$ cat src/rtl/bitrev_load_ctrl.sv
// rtl/bitrev_load_ctrl.sv - loads a 64-sample frame into RAM in bit-reversed order, then starts the FFT core.
module bitrev_load_ctrl #(
    parameter int DATA_W  = 32,
    parameter int TIMEOUT = 1024
) (
    input  logic              clk,
    input  logic              rst,
    input  logic              en,
    input  logic              in_valid,
    input  logic [DATA_W-1:0] in_data,
    output logic              in_ready,
    output logic              ram_we,
    output logic [5:0]        ram_addr,
    output logic [DATA_W-1:0] ram_wdata,
    output logic              fft_start,
    input  logic              fft_done,
    output logic              busy,
    output logic [7:0]        frame_cnt,
    output logic              err
);

    localparam int CNT_W = (TIMEOUT > 1) ? $clog2(TIMEOUT) : 1;
    localparam logic [CNT_W-1:0] WAIT_LAST = CNT_W'(TIMEOUT - 1);

    typedef enum logic [2:0] {
        S_IDLE,
        S_LOAD,
        S_FLUSH,
        S_START,
        S_WAIT
    } state_t;

    state_t            state;
    logic [5:0]        idx;
    logic [CNT_W-1:0]  wait_cnt;
    logic              accept;

    assign in_ready = (state == S_LOAD);
    assign busy     = (state != S_IDLE);
    assign accept   = in_valid && in_ready;

    always_ff @(posedge clk) begin
        if (rst) begin
            state     <= S_IDLE;
            idx       <= 6'd0;
            wait_cnt  <= '0;
            ram_we    <= 1'b0;
            ram_addr  <= 6'd0;
            ram_wdata <= '0;
            fft_start <= 1'b0;
            frame_cnt <= 8'd0;
            err       <= 1'b0;
        end else begin
            ram_we    <= 1'b0;
            fft_start <= 1'b0;

            // Each accepted sample lands in RAM on the following cycle at its bit-reversed slot.
            if (accept) begin
                ram_we    <= 1'b1;
                ram_addr  <= {idx[0], idx[1], idx[2], idx[3], idx[4], idx[5]};
                ram_wdata <= in_data;
                idx       <= idx + 6'd1;
            end

            case (state)
                S_IDLE: begin
                    if (en) state <= S_LOAD;
                end
                S_LOAD: begin
                    if (accept && idx == 6'd63) state <= S_FLUSH;
                end
                S_FLUSH: begin
                    state     <= S_START;
                    fft_start <= 1'b1;
                end
                S_START: begin
                    state    <= S_WAIT;
                    wait_cnt <= '0;
                end
                S_WAIT: begin
                    // A done pulse on the timeout edge still counts as a completed frame.
                    if (fft_done) begin
                        frame_cnt <= frame_cnt + 8'd1;
                        wait_cnt  <= '0;
                        state     <= en ? S_LOAD : S_IDLE;
                    end else if (wait_cnt == WAIT_LAST) begin
                        err      <= 1'b1;
                        wait_cnt <= '0;
                        state    <= S_IDLE;
                    end else begin
                        wait_cnt <= wait_cnt + CNT_W'(1);
                    end
                end
                default: state <= S_IDLE;
            endcase
        end
    end

endmodule
$ cat config.mk
export PLATFORM = sky130hd
export DESIGN_NAME = bitrev_load_ctrl
export DESIGN_NICKNAME = d
export VERILOG_FILES = /design/src/rtl/bitrev_load_ctrl.sv
export SDC_FILE = /design/constraint.sdc
export NUM_CORES = 1
export LEC_CHECK = 0
export ABC_AREA = 1
export CORE_UTILIZATION = 41
export DETAILED_ROUTE_END_ITERATION = 6
export PLACE_DENSITY = 0.83
export SYNTH_ARGS = -nofsm -noshare
export SYNTH_HDL_FRONTEND = slang
export SYNTH_SLANG_ARGS = --single-unit
$ cat constraint.sdc
create_clock -name clk -period 3.3 [get_ports clk]
set_input_delay 0.66 -clock clk [delete_from_list [all_inputs] [get_ports clk]]
set_output_delay 0.66 -clock clk [all_outputs]
set_load 0.005 [all_outputs]
==> out/results.tsv <==
stage	metric	value	unit
global_routing	largest net degree at the start of global routing	46	
clocking	# resized after CTS	0	
cells_and_area	fin util	60.0	%
critical_path	Critical Path Start	state[0]$_SDFFE_PP0P_	
power	Comb power frac	14.5	%
clocking	CTS tree	built	
sta	Final TNS setup	0	ns
yosys	Syn Inst Count	364	
sta	Slew HR	69.7	%
cells_and_area	post-route insts no fill	532	
outcome	status	complete, but fails checks	
yosys	ys flop type	dfxtp_1	
clocking	CTS Buf Count	9	
cells_and_area	Nets	490	
floorplanning	chip width	84.1	µm
critical_path	Worst Path Required	2.64	ns
sta	Final min period	2.22	ns
hold_path	hold crit path type	register to register	
critical_path	Crit Path Max Fanout	5	
power	fraction of power spent switching nets	25.1	%
cells_and_area	Syn-to-layout area delta	39.6	%
clocking	hold-fix buffers at CTS	0	
outcome	failing checks	design-rule violations	
sta	setup violators final	0	
sta	unrepaired setup endpoints after global routing	false	
power	Switch Pwr	0.000455	W
detailed_routing	metal3 WL	466	µm
clocking	clk root buf	clkbuf_8	
placed_design	Final GP Congestion	0.794	
placed_design	placed insts	516	
clocking	clk sinks	68	
sta	final hold violations	0	
detailed_routing	Pre-Repair DR Iteration Count	7	
clocking	Setup Buffers After CTS	0	
global_routing	number of global-route vias before repair	2488	
yosys	register bit total from synthesis	68	
detailed_routing	final WL	6320	µm
global_routing	first-pass GRT wire length	10800	µm
hold_path	beginning of the worst hold path	err$_SDFFE_PP0P_	
detailed_routing	Vias/cell	4.87	
power	Clk pwr share	36.2	%
yosys	ys async rst share	0	%
power	sequential share of power	49.3	%
global_routing	initial antenna violation count	0	
floorplanning	core area	0.00642	mm²
cells_and_area	fraction of layout instances using a drive strength above 1	7.47	%
placed_design	Final HPWL DP	4320	µm
detailed_routing	DR DRC count	6	
detailed_routing	Initial DRC Count	111	
clocking	clk_lat worst skew	0.34	ns
detailed_routing	Antenna Nets Post-Route	0	
cells_and_area	Antenna diodes	0	
yosys	Mapped Area	0.00276	mm²
global_routing	global-route total usage across every layer	19.0	%
yosys	Seq/Total Area, Yosys	49.3	%
critical_path	internal reg-to-reg setup slack	1.77	ns
clocking	H-tree Lvls	3	
clocking	Reg clk slew, reported paths	0.07	ns
clocking	clk buf depth	2	
critical_path	Worst setup SP type	register	
global_routing	grt ovf	0	
sta	final number of max-transition violations	0	
yosys	EDFF count, synth	0	
critical_path	WP data arrival	1.56	ns
job	maxcap violations	0	
critical_path	R2R Path Start	wait_cnt[1]$_SDFFE_PP0P_	
critical_path	CP Capture Type	output pin	
sta	Tcrit/Tclk final	67.3	%
yosys	Avg Inst Size Synth	7.59	µm²
power	leakage	1.52	nW
sta	Max Clock Freq	0.450	GHz
floorplanning	die outline area	0.00707	mm²
yosys	syn nets	404	
sta	clk_skew	0.00556	ns
placed_design	Port Buffers	87	
floorplanning	Die Span Y	84.1	µm
yosys	Synth Warn #	0	
floorplanning	Initial Util	43.0	%
yosys	Synth cell types	37	
detailed_routing	Met1 Wirelength	2810	µm
floorplanning	Rows	29	
power	Cell Pwr Density	471	mW/mm²
detailed_routing	post-detailed-route wirelength per cell	11.9	µm
detailed_routing	uppermost layer routed	met4	
critical_path	crit path kind	register to output pin	
sta	actual slew at the worst max-slew pin	0.454	ns
power	Pint	0.00136	W
floorplanning	IO Count	88	
detailed_routing	routed vias	2591	
power	Worst VDD drop	269	µV
detailed_routing	met2 wire len	2990	µm
[cells by family (layout without fill, tap and decap cells)]
kind of cell / count (synthesis) / in the layout / synth area share, %
flops: 68 / 68 / 49.3
fa+ha+maj: 3 / 3 / 1.36
buf+inv: 47 / 138 / 7.38
xor+xnor: 5 / 5 / 1.59
simple gates: 166 / 166 / 26.4
compound gates: 75 / 75 / 14.0
[synthesized netlist by cell type (2+ instances only)]
library cell | instances | area share (%)
o21ai_1 | 3 | 0.54
nor2_1 | 99 | 13
o21ai_0 | 46 | 8.3
xor2_1 | 4 | 1.3
clkbuf_1 | 3 | 0.41
a21oi_1 | 21 | 3.8
nand2_2 | 2 | 0.45
nand3_1 | 8 | 1.4
nand2_1 | 36 | 4.9
nor3_1 | 5 | 0.91
buf_2 | 6 | 1.1
nor2_4 | 3 | 1.2
inv_2 | 2 | 0.27
nand4_1 | 4 | 0.91
dfxtp_1 | 68 | 49
nor2_2 | 2 | 0.45
buf_1 | 2 | 0.27
ha_1 | 3 | 1.4
inv_1 | 28 | 3.8
buf_4 | 2 | 0.54
[state kept, by name (all words and copies together), names as in the netlist, 3 cells and up]
name       count
idx            6
state          3
ram_addr       6
wait_cnt      10
frame_cnt      8
ram_wdata     32
[power groups by stage]
stage / clock (W) / combinational, W / sequential (W)
after floorplan: 0 / 0.000110 / 0.000914
after global placement: 0 / 0.000258 / 0.000912
after detailed placement: 0 / 0.000263 / 0.000912
after CTS: 0.000668 / 0.000266 / 0.000895
after global routing: 0.000706 / 0.000292 / 0.000901
final: 0.000657 / 0.000263 / 0.000895
[per-stage QoR]
step	hold slack, ns	setup WS, ns	power (W)	instance area (µm²)
2_1_floorplan	0.460	1.80	0.00102	2760
3_3_place_gp	0.447	1.15	0.00117	3670
3_5_place_dp	0.463	1.12	0.00118	3670
4_1_cts	0.475	1.05	0.00183	3860
5_1_grt	0.507	0.957	0.00190	3860
6_report	0.472	1.08	0.00182	3860
[worst max-delay path, cell delays in order (launching register included)]
cell             delay, ns
dfxtp_1               0.41
inv_2                 0.05
nor2_2                0.09
nand2_2               0.09
inv_1                 0.08
clkdlybuf4s50_1       0.50
[final timing paths]
kind,end,depth (start not counted)
worst max-delay path,in_ready,5
worst min-delay path,err$_SDFFE_PP0P_,2
worst max register to register,state[0]$_SDFFE_PP0P_,8
worst min register to register,err$_SDFFE_PP0P_,2
[cell usage in the layout, fill, tap and decap left out, types with 3 or more instances in the layout]
| cell type | instances |
|---|---|
| ha_1 | 3 |
| a21oi_1 | 21 |
| clkdlybuf4s50_1 | 87 |
| buf_4 | 3 |
| nand3_1 | 8 |
| clkinv_2 | 4 |
| xor2_1 | 4 |
| nand4_1 | 4 |
| o21ai_1 | 3 |
| nand2_1 | 36 |
| nor2_4 | 3 |
| dfxtp_1 | 68 |
| nor3_1 | 5 |
| nor2_1 | 99 |
| clkbuf_8 | 9 |
| inv_1 | 28 |
| o21ai_0 | 46 |
[area by class of cell]
class                   count  area [µm²]
well taps                  77        96.3
inverters                  32         124
fillers                   551        2570
clock inverters             5        52.6
multi-input cells         249        1200
flip-flops and latches     68        1360
repair buffers             90         893
clock buffers              11         131
[per-layer routing]
metal | GRT usage, % | up-vias
met1 | 23.4 | 1160
met2 | 31.1 | 86
met3 | 7.02 | 6
met5 | 0 | -
li1 | - | 1339
met4 | 5.64 | 0
Note: power is estimated with default switching activity, not from simulation.
